==> config.mk <==
export PLATFORM = sky130hd
export DESIGN_NAME = spi_regfile_peripheral
export DESIGN_NICKNAME = d
export VERILOG_FILES = /design/src/rtl/spi_regfile_peripheral.sv
export SDC_FILE = /design/constraint.sdc
export NUM_CORES = 1
export LEC_CHECK = 0
export BUFFER_PORTS_ARGS = -buffer_cell sky130_fd_sc_hd__buf_2
export CAP_MARGIN = 10
export CORE_MARGIN = 5
export CORE_UTILIZATION = 40
export CTS_CLUSTER_SIZE = 16
export DETAILED_ROUTE_END_ITERATION = 10
export HOLD_SLACK_MARGIN = 0.06
export PLACE_DENSITY = 0.64
export SYNTH_ARGS = -nofsm -noshare
export SYNTH_HDL_FRONTEND = slang
export SYNTH_SLANG_ARGS = --single-unit
export TNS_END_PERCENT = 20
==> constraint.sdc <==
create_clock -name clk -period 3.8 [get_ports clk]
set_clock_uncertainty 0.15 [all_clocks]
set_input_delay 0 -clock clk [delete_from_list [all_inputs] [get_ports clk]]
set_output_delay 0 -clock clk [all_outputs]
set_load 0.05 [all_outputs]
==> src/rtl/spi_regfile_peripheral.sv <==
// SPI mode-0 peripheral writing a small control register bank, with frame/address error pulses.
// Optional CIPO register readback is built when SPI_READBACK_EN is defined.
module spi_regfile_peripheral #(
    parameter int                NUM_REGS  = 5,
    parameter int                DATA_W    = 8,
    parameter int                ADDR_W    = 7,
    parameter logic [DATA_W-1:0] REG_RESET = '0
) (
    input  logic                       clk,
    input  logic                       rst,
    input  logic                       nCS,
    input  logic                       SCLK,
    input  logic                       COPI,
    output logic                       CIPO,
    output logic                       cipo_oe,
    output logic [NUM_REGS*DATA_W-1:0] regs_out,
    output logic                       wr_strobe,
    output logic [ADDR_W-1:0]          wr_addr,
    output logic                       err_frame,
    output logic                       err_addr,
    output logic [7:0]                 frame_cnt
);

    localparam int FRAME_W = 1 + ADDR_W + DATA_W;
    localparam int CNT_W   = $clog2(FRAME_W + 1);
    localparam logic [CNT_W-1:0] FULL    = CNT_W'(FRAME_W);
    localparam logic [CNT_W-1:0] ADDR_LD = CNT_W'(ADDR_W);
    localparam logic [CNT_W-1:0] DATA_PH = CNT_W'(1 + ADDR_W);

    typedef enum logic [1:0] {IDLE, RECV, CHECK} state_t;

    state_t             state;
    logic [2:0]         ncs_q;
    logic [2:0]         sclk_q;
    logic [1:0]         copi_q;
    logic [CNT_W-1:0]   bit_cnt;
    logic [FRAME_W-1:0] sh;
    logic               overrun;
    logic               start_pend;
    logic [DATA_W-1:0]  regs [NUM_REGS];

    logic               ncs_fall;
    logic               ncs_rise;
    logic               sclk_rise;
    logic               sclk_fall;
    logic [FRAME_W-1:0] nx_sh;
    logic               f_rw;
    logic [ADDR_W-1:0]  f_addr;
    logic [DATA_W-1:0]  f_data;
    logic               f_addr_ok;

    assign ncs_fall  = ~ncs_q[1] & ncs_q[2];
    assign ncs_rise  = ncs_q[1] & ~ncs_q[2];
    assign sclk_rise = sclk_q[1] & ~sclk_q[2];
    assign sclk_fall = ~sclk_q[1] & sclk_q[2];
    assign nx_sh     = {sh[FRAME_W-2:0], copi_q[1]};

    assign f_rw      = sh[FRAME_W-1];
    assign f_addr    = sh[DATA_W +: ADDR_W];
    assign f_data    = sh[DATA_W-1:0];
    assign f_addr_ok = int'(f_addr) < NUM_REGS;

    for (genvar g = 0; g < NUM_REGS; g++) begin : g_out
        assign regs_out[g*DATA_W +: DATA_W] = regs[g];
    end

    always_ff @(posedge clk) begin
        if (rst) begin
            ncs_q  <= 3'b111;
            sclk_q <= 3'b000;
            copi_q <= 2'b00;
        end else begin
            ncs_q  <= {ncs_q[1:0], nCS};
            sclk_q <= {sclk_q[1:0], SCLK};
            copi_q <= {copi_q[0], COPI};
        end
    end

    always_ff @(posedge clk) begin
        if (rst) begin
            state      <= IDLE;
            bit_cnt    <= '0;
            sh         <= '0;
            overrun    <= 1'b0;
            start_pend <= 1'b0;
            wr_strobe  <= 1'b0;
            wr_addr    <= '0;
            err_frame  <= 1'b0;
            err_addr   <= 1'b0;
            frame_cnt  <= 8'd0;
            for (int i = 0; i < NUM_REGS; i++) regs[i] <= REG_RESET;
        end else begin
            wr_strobe <= 1'b0;
            err_frame <= 1'b0;
            err_addr  <= 1'b0;
            unique case (state)
                IDLE: begin
                    if (ncs_fall || start_pend) begin
                        state      <= RECV;
                        bit_cnt    <= '0;
                        sh         <= '0;
                        overrun    <= 1'b0;
                        start_pend <= 1'b0;
                    end
                end
                RECV: begin
                    if (ncs_rise) begin
                        state <= CHECK;
                    end else if (sclk_rise) begin
                        if (bit_cnt < FULL) begin
                            sh      <= nx_sh;
                            bit_cnt <= bit_cnt + CNT_W'(1);
                        end else begin
                            overrun <= 1'b1;
                        end
                    end
                end
                CHECK: begin
                    state      <= IDLE;
                    // a frame starting right now is replayed from IDLE
                    start_pend <= ncs_fall;
                    if (bit_cnt != FULL || overrun) begin
                        err_frame <= 1'b1;
                    end else if (f_rw && f_addr_ok) begin
                        for (int i = 0; i < NUM_REGS; i++)
                            if (int'(f_addr) == i) regs[i] <= f_data;
                        wr_strobe <= 1'b1;
                        wr_addr   <= f_addr;
                        frame_cnt <= frame_cnt + 8'd1;
                    end else if (f_rw) begin
                        err_addr <= 1'b1;
                    end
                end
                default: state <= IDLE;
            endcase
        end
    end

`ifdef SPI_READBACK_EN
    logic              rd_phase;
    logic [DATA_W-1:0] tx_sr;
    logic [DATA_W-1:0] rd_word;

    always_comb begin
        rd_word = '0;
        for (int i = 0; i < NUM_REGS; i++)
            if (int'(nx_sh[ADDR_W-1:0]) == i) rd_word = regs[i];
    end

    // load on the rise that completes the address; shift on falls after the first data rise
    always_ff @(posedge clk) begin
        if (rst) begin
            rd_phase <= 1'b0;
            tx_sr    <= '0;
        end else if (state != RECV) begin
            rd_phase <= 1'b0;
            tx_sr    <= '0;
        end else if (!ncs_rise) begin
            if (sclk_rise && bit_cnt == ADDR_LD && !nx_sh[ADDR_W]) begin
                rd_phase <= 1'b1;
                tx_sr    <= rd_word;
            end else if (sclk_fall && rd_phase && bit_cnt > DATA_PH) begin
                tx_sr <= {tx_sr[DATA_W-2:0], 1'b0};
            end
        end
    end

    assign cipo_oe = (state == RECV) & ~ncs_q[1];
    assign CIPO    = rd_phase & tx_sr[DATA_W-1];
`else
    assign cipo_oe = 1'b0;
    assign CIPO    = 1'b0;
`endif

endmodule

; ---- Word level (Yosys, flattened, before mapping)
; Memories as Yosys holds them, arrays and structs flattened.
; Cells that the tools add are included.
[word_totals]
mem_count = 1
mem_bits_rw = 40
input_bits = 5
out_inout_bits = 60
word_cells = 118
reg_bits = 51
[op_classes]
n_bitwise = 13
n_eq_ne = 13
n_reduce_logical = 15
n_mux = 59
magnitude_cmp = 2
n_addsub = 2
[mem_list]
columns = name, words, width, rd, rd_clocked_by_memory_dff, write_ports, line
row1 = regs, 5, 8, 5, 0, 5, 40  ; logic [DATA_W-1:0] regs [NUM_REGS];
[ops]
columns = op, count
row1 = $mux W16, 4
row2 = $mux W8, 5
row3 = $mux W1, 39
row4 = $pmux W16 S2, 1
row5 = $mux W5, 4
row6 = $eq A7 B3 Y1 const B, 2
row7 = $ne A2 B2 Y1 const B, 6
row8 = $pmux W5 S2, 1
row9 = $reduce_and A5 Y1, 2
row10 = $add A8 B1 Y8 const B, 1
row11 = $eq A7 B2 Y1 const B, 1
row12 = $eq A7 B4 Y1 const B, 1
row13 = $logic_not A7 Y1, 1
row14 = $lt A7 B3 Y1 const B, 1
row15 = $add A5 B1 Y5 const B, 1
row16 = $lt A5 B5 Y1 const B, 1
row17 = $ne A5 B5 Y1 const B, 1
row18 = $not A1 Y1, 5
row19 = $or A1 B1 Y1, 5
row20 = $mux W2, 2
row21 = $pmux W1 S2, 2
row22 = $pmux W2 S2, 1
row23 = $reduce_and A2 Y1, 2
row24 = $reduce_bool A2 Y1, 2
row25 = 10 further kinds, 13

; ---- Depth between registers and ports, before layout
[depth]
ltp_word = 8
mapped_depth = 7
depth_no_buf = 6

; ---- Worst setup path before layout
; OpenSTA, ideal clock, no wires.
[synth_timing]
path_type = register to register
start = reg bit_cnt[0]
end = mem regs[1][2], in the netlist regs[0][10], enable pin
setup_time_ns = 0.398
path_stages_with_launch = 7
t_required_ns = 3.252
setup_slack_ns = 1.063
arrival_time_ns = 2.189
period_less_slack_ns = 2.737
n_path_buf = 1
cell_sequence = dfxtp_1 inv_1 ha_1 nor4bb_1 nand4_1 clkbuf_1 o41ai_1
[synth_rtl]
columns = element, line
row1 = start: declaration, 36  ; logic [CNT_W-1:0] bit_cnt;
row2 = start signal: assignment, 112  ; bit_cnt <= bit_cnt + CNT_W'(1);
row3 = end: declaration, 40

==> impl_metrics.ini <==
[outcome]
status = finished, final reports clean

[final_layout]
n_antenna_cell = 0
final.fill_count = 754
final_cell_mix = 62 x buf_2, 51 x dfxtp_1, 40 x edfxtp_1
drive_above_1_share_pct = 28.4
fin_util_pct = 49.2
nets = 341
instances_no_fill = 443
final_common_cell = buf_2
area_growth_pct = 21.0

[critical_path]
critPathCaptureType = register
crit_path_start_kind = register
cp_cell_sequence = inv_1 -> ha_1 -> nor4bb_1 -> nand4_1 -> nand4b_1 -> nand2_1
ff2ff_setup_slack_ns = 1.18
r2r-end = regs[0][32]$_DFFE_PP_
arrival_ns = 2.50
path_class = reg -> reg
slowest_stage = nand4_1
cp_max_fo = 14
worst_ep_required_time_ns = 3.69
worstRegToRegCells = 6
slowest_delay_ns = 0.60
cp-startpoint = bit_cnt[0]$_SDFFE_PP0P_
timing.rr.start = bit_cnt[0]$_SDFFE_PP0P_

[clock_network]
h-tree-depth = 3
cts.sinks = 91
clock_latency_ns = 0.36
cts_root_buf = clkbuf_8
ctsResizeCount = 0
cts_inserted_buffers = 9
cts_tree = yes
clkTransAtPathRegs_ns = 0.09
clockBufferDepth = 2

[synthesis]
synth-edff-count = 40
syn_area_per_cell_um2 = 12.6
yosysSeqAreaShare_pct = 67.2
synth_ff_type = dfxtp_1
ys_top_cells_by_area = edfxtp_1 36%, dfxtp_1 31%, a2bb2oi_1 4.5%
synth_area_um2 = 3310
syn_inst = 262
synth_top_area_cell = edfxtp_1
synthArstFlopShare_pct = 0
ys_warn_count = 0
ys_ff_latch = 91
ys_types = 41
synth_top_cell_area_share_pct = 36.3

[drt]
drc = 0
drt_iter0_drc = 117
wl_met1_um = 2990
via_per_inst = 4.97
routed.top_layer = met4
drt-pass1-iter-count = 4
wl_met3_um = 485
num_vias = 2203
drt-total-wl_um = 6310
antenna_left = 0
wl_met2_um = 2760
post_drt_wl_per_cell_um = 14.2

[die]
ios = 65
rows = 33
die_h_um = 101
die_w_um = 101
core-area_um2 = 8130
initial_utilization_pct = 40.7
die_area_um2 = 10200

[sta]
fin_crit_sh_pct = 68.9
finalMaxSlewViolations = 0
setup_viol = 0
grt_setup_unrepaired = no
tightest_slew_ns = 0.708
setup_tns_ns = 0
whs_ns = 0.214
finalHoldViolCount = 0
fin_crit_ns = 2.62
fmaxAchievable_mhz = 382
slew_headroom_pct = 52.7

[power]
total_power_uw = 1830
irDropWorstVdd_mv = 0.183
p_leak_uw = 0.00161
p_per_area_nw_per_um2 = 457

[global_routing]
grt-ovfl-total = 0
antenna_found_initial = 0
grt_pass1_vias = 2026
grt_max_degree = 27
grt_usage_pct = 12.8
grt_pass1_wl_um = 10100

[min_path]
holdPathStages = 3
hold-path-endpoint = ncs_q[0]$_SDFF_PP1_
hp-class = in -> reg
min-delay-start = nCS

[placed_design]
gp_congestion = 0.770
dp_hpwl_um = 4260
io_buffers = 62
place_inst = 420

[run]
drv_cap = 0
[cells by family after synthesis]
group	synth area share, %
compound gates	10.3
flops	67.2
simple gates	16.3
mux	1.51
xor+xnor	0.265
fa+ha+maj	1.13
other cells	0.113
buf+inv	3.14
[worst max-delay path by stage]
stage,end,depth (start not counted)
floorplan,regs[0][10]$_DFFE_PP_,6
global placement,regs[0][34]$_DFFE_PP_,6
detailed placement,regs[0][33]$_DFFE_PP_,6
CTS,regs[0][32]$_DFFE_PP_,6
global route,regs[0][32]$_DFFE_PP_,6
finish,regs[0][32]$_DFFE_PP_,6
[power breakdown]
part           internal [uW]  total, uW  switching [uW]
clock                    254        620             365
combinational           42.2        143             101
sequential              1050       1070            18.7
total                   1340       1830             485
[Yosys cell counts (3+ instances only)]
cell       count
nor4bb_1       3
nand3_1        8
and3_1         5
and2_1        10
inv_1          7
nor2_1         9
clkbuf_1       9
nor2b_1        8
dfxtp_1       51
edfxtp_1      40
o41ai_1        4
mux2i_1        5
buf_4          3
nand2_1       24
or2_2          3
ha_1           3
o31ai_1        6
a21oi_1       12
or4_1          7
nand4_1        3
a2bb2oi_1     17
[stage by stage]
| stage | cell area [um2] | setup WS (ns) |
|---|---|---|
| after floorplan | 3310 | 1.06 |
| after global placement | 3740 | 1.26 |
| after detailed placement | 3740 | 1.17 |
| after CTS | 3990 | 1.16 |
| after global routing | 4000 | 0.966 |
| final | 4000 | 1.18 |
[layer usage]
metal	global-route usage, %	up-vias
li1	-	1101
met1	17.4	1026
met4	4.60	0
met3	4.15	8
met5	0	-
met2	19.1	68
[cell type report]
cell class | instances | area (um2) | area share, %
sequential | 91 | 2220 | 55.5
tap | 105 | 131 | 3.28
clock buffer | 9 | 124 | 3.10
clock inverter | 7 | 66.3 | 1.66
timing repair buffer | 74 | 415 | 10.4
multi-input combinational | 150 | 1020 | 25.4
inverter | 7 | 26.3 | 0.657
[registers in the layout, indices dropped and copies added (netlist names)]
name	flops
ncs_q	3
overrun	1
bit_cnt	5
err_frame	1
wr_strobe	1
start_pend	1
sh	16
state	2
frame_cnt	8
wr_addr	7
regs	40
copi_q	2
sclk_q	3
err_addr	1
[critical path, delay by kind of cell (launching register included)]
| family | cells | cell delay [ns] |
|---|---|---|
| buffers and inverters | 1 | 0.07 |
| adder cells (fa/ha/maj) | 1 | 0.18 |
| flip-flops | 1 | 0.36 |
| AND/OR/NAND/NOR | 4 | 1.53 |
[what timing repair did]
item                                   in CTS  in global routing
endpoints found under the hold margin      19                  0
hold buffers                                6                  0
buffers inserted                            0                  0
No activity file was read; power rests on OpenSTA's default activity.
